**config.mk**
```make
export PLATFORM = sky130hd
export DESIGN_NAME = dma_rd_arbiter
export DESIGN_NICKNAME = d
export VERILOG_FILES = /design/src/rtl/dma_rd_arbiter.sv
export SDC_FILE = /design/constraint.sdc
export NUM_CORES = 1
export LEC_CHECK = 0
export CORE_ASPECT_RATIO = 1.25
export CORE_MARGIN = 2
export CORE_UTILIZATION = 40
export CTS_CLUSTER_SIZE = 16
export DETAILED_ROUTE_END_ITERATION = 10
export GPL_TIMING_DRIVEN = 1
export PLACE_DENSITY = 0.81
export SYNTH_ARGS = -nofsm -noshare
export SYNTH_HDL_FRONTEND = slang
export SYNTH_SLANG_ARGS = --single-unit
export TNS_END_PERCENT = 50
```
**constraint.sdc**
```tcl
create_clock -name i_clk -period 2.4 [get_ports i_clk]
set_input_delay 0.6 -clock i_clk [delete_from_list [all_inputs] [get_ports i_clk]]
set_output_delay 0.6 -clock i_clk [all_outputs]
set_load 0.005 [all_outputs]
```
**src/rtl/dma_rd_arbiter.sv**
```systemverilog
// dma_rd_arbiter: round-robin sharing of the single DMA read port among
// NUM_REQ burst clients, one whole burst per grant.
//
// Ports:
//   i_clk, i_rst         clock, asynchronous active-high reset
//   i_req                per-client request level, held until its o_done
//   i_req_addr           per-client start address, client k at [k*AW +: AW]
//   i_req_len            per-client beat count, client k at [k*LW +: LW]
//   o_gnt                one-hot grant, high for the whole burst
//   o_rd_valid           per-client data strobe (o_gnt gated by a beat)
//   o_rd_data            DMA read data broadcast to all clients
//   o_done               one-cycle burst-complete pulse, one-hot
//   o_busy               arbiter is not idle
//   i_dma_rd_ready       DMA accepts a read this cycle
//   i_dma_rd_data        DMA data, valid in the same cycle as o_dma_rd_en
//   o_dma_rd_en          DMA read strobe
//   o_dma_rd_addr        DMA read address
module dma_rd_arbiter #(
    parameter int NUM_REQ = 3,
    parameter int AW      = 6,
    parameter int DW      = 16,
    parameter int LW      = 8
) (
    input  logic                  i_clk,
    input  logic                  i_rst,
    input  logic [NUM_REQ-1:0]    i_req,
    input  logic [NUM_REQ*AW-1:0] i_req_addr,
    input  logic [NUM_REQ*LW-1:0] i_req_len,
    output logic [NUM_REQ-1:0]    o_gnt,
    output logic [NUM_REQ-1:0]    o_rd_valid,
    output logic [DW-1:0]         o_rd_data,
    output logic [NUM_REQ-1:0]    o_done,
    output logic                  o_busy,
    input  logic                  i_dma_rd_ready,
    input  logic [DW-1:0]         i_dma_rd_data,
    output logic                  o_dma_rd_en,
    output logic [AW-1:0]         o_dma_rd_addr
);

    localparam int PW = (NUM_REQ > 1) ? $clog2(NUM_REQ) : 1;

    typedef enum logic [1:0] {
        IDLE,
        BURST,
        DONE
    } state_t;

    state_t               state_q;
    state_t               state_d;
    logic [NUM_REQ-1:0]   gnt_q;
    logic [PW-1:0]        idx_q;
    logic [PW-1:0]        ptr_q;
    logic [AW-1:0]        addr_q;
    logic [LW-1:0]        rem_q;

    logic                 sel_vld;
    logic [PW-1:0]        sel_idx;
    logic [NUM_REQ-1:0]   sel_gnt;
    logic [AW-1:0]        sel_addr;
    logic [LW-1:0]        sel_len;
    logic                 beat;

    // Two passes give "first requester at or after ptr, wrapping":
    // the first pass only looks at k >= ptr, the second catches k < ptr.
    always_comb begin
        sel_vld  = 1'b0;
        sel_idx  = '0;
        sel_gnt  = '0;
        sel_addr = '0;
        sel_len  = '0;
        for (int k = 0; k < NUM_REQ; k++) begin
            if (!sel_vld && i_req[k] && (PW'(k) >= ptr_q)) begin
                sel_vld    = 1'b1;
                sel_idx    = PW'(k);
                sel_gnt    = '0;
                sel_gnt[k] = 1'b1;
                sel_addr   = i_req_addr[k*AW +: AW];
                sel_len    = i_req_len[k*LW +: LW];
            end
        end
        for (int k = 0; k < NUM_REQ; k++) begin
            if (!sel_vld && i_req[k]) begin
                sel_vld    = 1'b1;
                sel_idx    = PW'(k);
                sel_gnt    = '0;
                sel_gnt[k] = 1'b1;
                sel_addr   = i_req_addr[k*AW +: AW];
                sel_len    = i_req_len[k*LW +: LW];
            end
        end
    end

    assign beat = (state_q == BURST) && i_dma_rd_ready;

    always_ff @(posedge i_clk or posedge i_rst) begin
        if (i_rst) begin
            state_q <= IDLE;
        end else begin
            state_q <= state_d;
        end
    end

    always_comb begin
        state_d = state_q;
        unique case (state_q)
            IDLE: begin
                if (sel_vld) begin
                    state_d = (sel_len == '0) ? DONE : BURST;
                end
            end
            BURST: begin
                if (beat && (rem_q == LW'(1))) begin
                    state_d = DONE;
                end
            end
            DONE: begin
                state_d = IDLE;
            end
            default: begin
                state_d = IDLE;
            end
        endcase
    end

    always_ff @(posedge i_clk or posedge i_rst) begin
        if (i_rst) begin
            gnt_q  <= '0;
            idx_q  <= '0;
            ptr_q  <= '0;
            addr_q <= '0;
            rem_q  <= '0;
        end else begin
            unique case (state_q)
                IDLE: begin
                    if (sel_vld) begin
                        gnt_q  <= sel_gnt;
                        idx_q  <= sel_idx;
                        addr_q <= sel_addr;
                        rem_q  <= sel_len;
                    end
                end
                BURST: begin
                    if (beat) begin
                        addr_q <= addr_q + 1'b1;
                        rem_q  <= rem_q - 1'b1;
                    end
                end
                DONE: begin
                    gnt_q <= '0;
                    ptr_q <= (idx_q == PW'(NUM_REQ - 1)) ? '0
                                                          : idx_q + 1'b1;
                end
                default: begin
                    gnt_q <= '0;
                end
            endcase
        end
    end

    assign o_gnt         = gnt_q;
    assign o_busy        = (state_q != IDLE);
    assign o_done        = (state_q == DONE) ? gnt_q : '0;
    assign o_dma_rd_en   = beat;
    assign o_dma_rd_addr = addr_q;
    assign o_rd_valid    = beat ? gnt_q : '0;
    assign o_rd_data     = i_dma_rd_data;

endmodule

```
==> impl_metrics.env <==
export IMPL_area_growth_pct=44.94
export IMPL_ant_nets=0
export IMPL_rsz0062_at_grt="true"
export IMPL_drv_slew=0
export IMPL_timing_slew_headroom_pct=63.92
export IMPL_outcome="finished, final reports clean"
export IMPL_drtIter0Drc=239
export IMPL_grt_util_met1_pct=26.13
export IMPL_syn_inst=236
export IMPL_io_pins=97
export IMPL_startpoint_type="primary input"
export IMPL_synth_edf_count=0
export IMPL_synth_nets=303
export IMPL_synth_distinct_cells=45
export IMPL_antenna_found_initial=0
export IMPL_crit_fanout=6
export IMPL_tightest_slew_ns=0.5411
export IMPL_cts_made_buffers=3
export IMPL_dieArea_mm2=0.005170
export IMPL_clock_sinks=23
export IMPL_top_usage_layer="met2"
export IMPL_grt_pass1_vias=1881
export IMPL_dieWidth_um=64.71
export IMPL_dp_slack_ns=-0.3491
export IMPL_drive_gt1_share_pct=16.23
export IMPL_layout_nets=376
export IMPL_coreArea_mm2=0.004425
export IMPL_syn_area_mm2=0.001843
export IMPL_syn_avg_cell_area_um2=7.809
export IMPL_fmax_mhz=433.6
export IMPL_clockBufferDepth=2
export IMPL_hold_path_class="flip-flop to flip-flop"
export IMPL_fin_crit_ns=2.306
export IMPL_dp_hpwl_um=4178
export IMPL_vias=2006
export IMPL_drc=0
export IMPL_viasPerCell=5.481
export IMPL_cts_htree_levels=1
export IMPL_gp_congestion=0.9098
export IMPL_dr_pass1_iters=5
export IMPL_power_density_mw_per_mm2=606.3
export IMPL_initial_core_util_pct=41.65
export IMPL_portBuffers=64
export IMPL_ctsHoldBuffers=0
export IMPL_p_total_mw=1.620
export IMPL_cp_arrival_ns=2.47
export IMPL_crit_type="primary input to flip-flop"
export IMPL_diodes=0
export IMPL_ys_async_sr_fraction_pct=100.0
export IMPL_period_share_pct=96.10
export IMPL_grt_max_degree=27
export IMPL_cts_clk_slew_worst_paths_ns=0.09
export IMPL_max_vdd_ir_drop_mv=0.4350
export IMPL_routed_wirelength_um=5461
export IMPL_grt_use_met2_pct=37.84
export IMPL_wl_per_cell_um=14.92
export IMPL_critical_path_required_ns=2.56
export IMPL_synth_ff_type="dfrtp_1"
export IMPL_tns_ns=0
export IMPL_ys_warn_count=0
export IMPL_maxCapViolCount=0
export IMPL_rows=27
export IMPL_setup_violations=0
export IMPL_grt_first_pass_wirelength_um=8742
export IMPL_endpoint_kind="flip-flop"
export IMPL_fin_ws_ns=0.09355
export IMPL_fin_worst_skew_ns=0.003747
export IMPL_fill_cells=383
export IMPL_synth_seq_cells=23
export IMPL_p_leak_nw=1.178
export IMPL_final_hold_viol_count=0
export IMPL_grt_use_met3_pct=3.808
export IMPL_grt_use_total_pct=21.36
export IMPL_worstSkewPairLatency_ns=0.27
export IMPL_grt_overflow=0
export IMPL_ys_seq_area_share_pct=31.23
export IMPL_cts_root_buf="clkbuf_8"
export IMPL_die_h_um=79.89
export IMPL_cts_tree="built"
## final timing paths
check / slack (ns) / end / startpoint / cells past startpoint
worst max-delay path: 0.09 / rem_q[5] / i_req[0] / 9
worst min-delay path: 0.53 / rem_q[7] / rem_q[7] / 2
worst max register to register: 0.19 / rem_q[5] / ptr_q[0] / 8
worst min register to register: 0.53 / rem_q[7] / rem_q[7] / 2
max in group asynchronous: 1.48 / state_q[1] / i_rst / 3
min in group asynchronous: 0.67 / o_dma_rd_addr[1] / i_rst / 3
## layer usage
metal	wire length, um	part of all wire [%]	vias up
met5	0	0	-
met4	98	1.8	0
met2	2681	49	88
met3	425	7.8	15
li1	-	-	977
met1	2255	41	926
## final cells by class
class                      count  area (um2)  area share [%]
sequential                    23       578.1           21.64
tap                           58       72.57           2.717
inverter                      10       37.54           1.405
clock buffer                   3       41.29           1.546
clock inverter                 1       7.507          0.2810
multi-input combinational    174        1049           39.25
timing repair buffer          97       885.9           33.16
## sequential cells by signal, summed over array words and instances (netlist names)
name,cells
ptr_q,2
idx_q,2
rem_q,8
o_dma_rd_addr,6
state_q,2
o_gnt,3
## worst max-delay path: stages
cell and delay, ns:
clkdlybuf4s50_1 0.47, nor2_1 0.05, o31a_1 0.32, a222oi_1 0.42
buf_4 0.18, buf_4 0.09, buf_4 0.08, o22ai_1 0.06
a22o_1 0.18
## cell usage in the layout (no fill, tap or decap), types with 2 or more instances in the layout
master,instances
ha_1,3
and3_1,6
dlygate4sd2_1,2
a22o_1,5
o21ai_1,2
a22oi_1,7
dfrtp_1,21
a31oi_1,2
o21ai_0,18
a222oi_1,5
o22ai_1,2
clkbuf_8,3
a211oi_1,2
nor2_1,17
nor3_1,5
nand2_1,32
nand2b_1,4
mux2_2,2
and2_1,3
nand3_1,4
or3_1,3
clkdlybuf4s50_1,61
buf_4,32
a32oi_1,3
o22a_1,2
a21oi_1,23
mux2i_1,2
nand3b_1,3
dfrtp_2,2
inv_1,10
## repair_timing
item	in CTS	in global routing
gates resized for setup	4	5
buffers inserted	1	3
pin swaps	2	2
setup endpoints to repair	7	11
cloned	0	1
## report_power, final
group	internal [mW]	switching, mW	total, mW
clock	0.117	0.130	0.247
sequential	0.521	0.144	0.665
combinational	0.423	0.284	0.707
total	1.06	0.558	1.62
## cells by family (layout without fill, tap and decap cells)
group	after synthesis	count (layout)	synth area share [%]
AND/OR/NAND/NOR	89	89	24.24
AO/OA/AOI/OAI	78	78	27.97
buffers and inverters	39	111	12.22
flip-flops	23	23	31.23
multiplexers	4	4	2.308
adder cells (fa/ha/maj)	3	3	2.037
## synth_stat cells, drive strengths merged (4+ instances only)
| cell type | instances | area, um2 |
|---|---|---|
| nand2 | 32 | 120.1 |
| nand2b | 4 | 25.02 |
| nand3 | 4 | 20.02 |
| buf | 21 | 157.7 |
| inv | 10 | 37.54 |
| and3 | 6 | 37.54 |
| o21ai | 20 | 100.1 |
| a22o | 5 | 43.79 |
| a222oi | 5 | 50.05 |
| a21oi | 23 | 115.1 |
| nor3 | 5 | 25.02 |
| a22oi | 7 | 52.55 |
| nor2 | 18 | 67.56 |
| dfrtp | 23 | 575.6 |
| clkbuf | 8 | 30.03 |
## metrics by stage
| stage | hold slack, ns | area (um2) | utilization [%] | cells |
|---|---|---|---|---|
| finish | 0.5312 | 2671 | 60.36 | 366 |
| CTS | 0.5333 | 2636 | 59.57 | 362 |
| floorplan | 0.4713 | 1843 | - | 236 |
| global placement | 0.4926 | 2579 | 58.27 | 357 |
| detailed placement | 0.5137 | 2579 | 58.27 | 357 |
| global route | 0.5622 | 2671 | 60.36 | 366 |
Note: power is estimated with default switching activity, not from simulation.
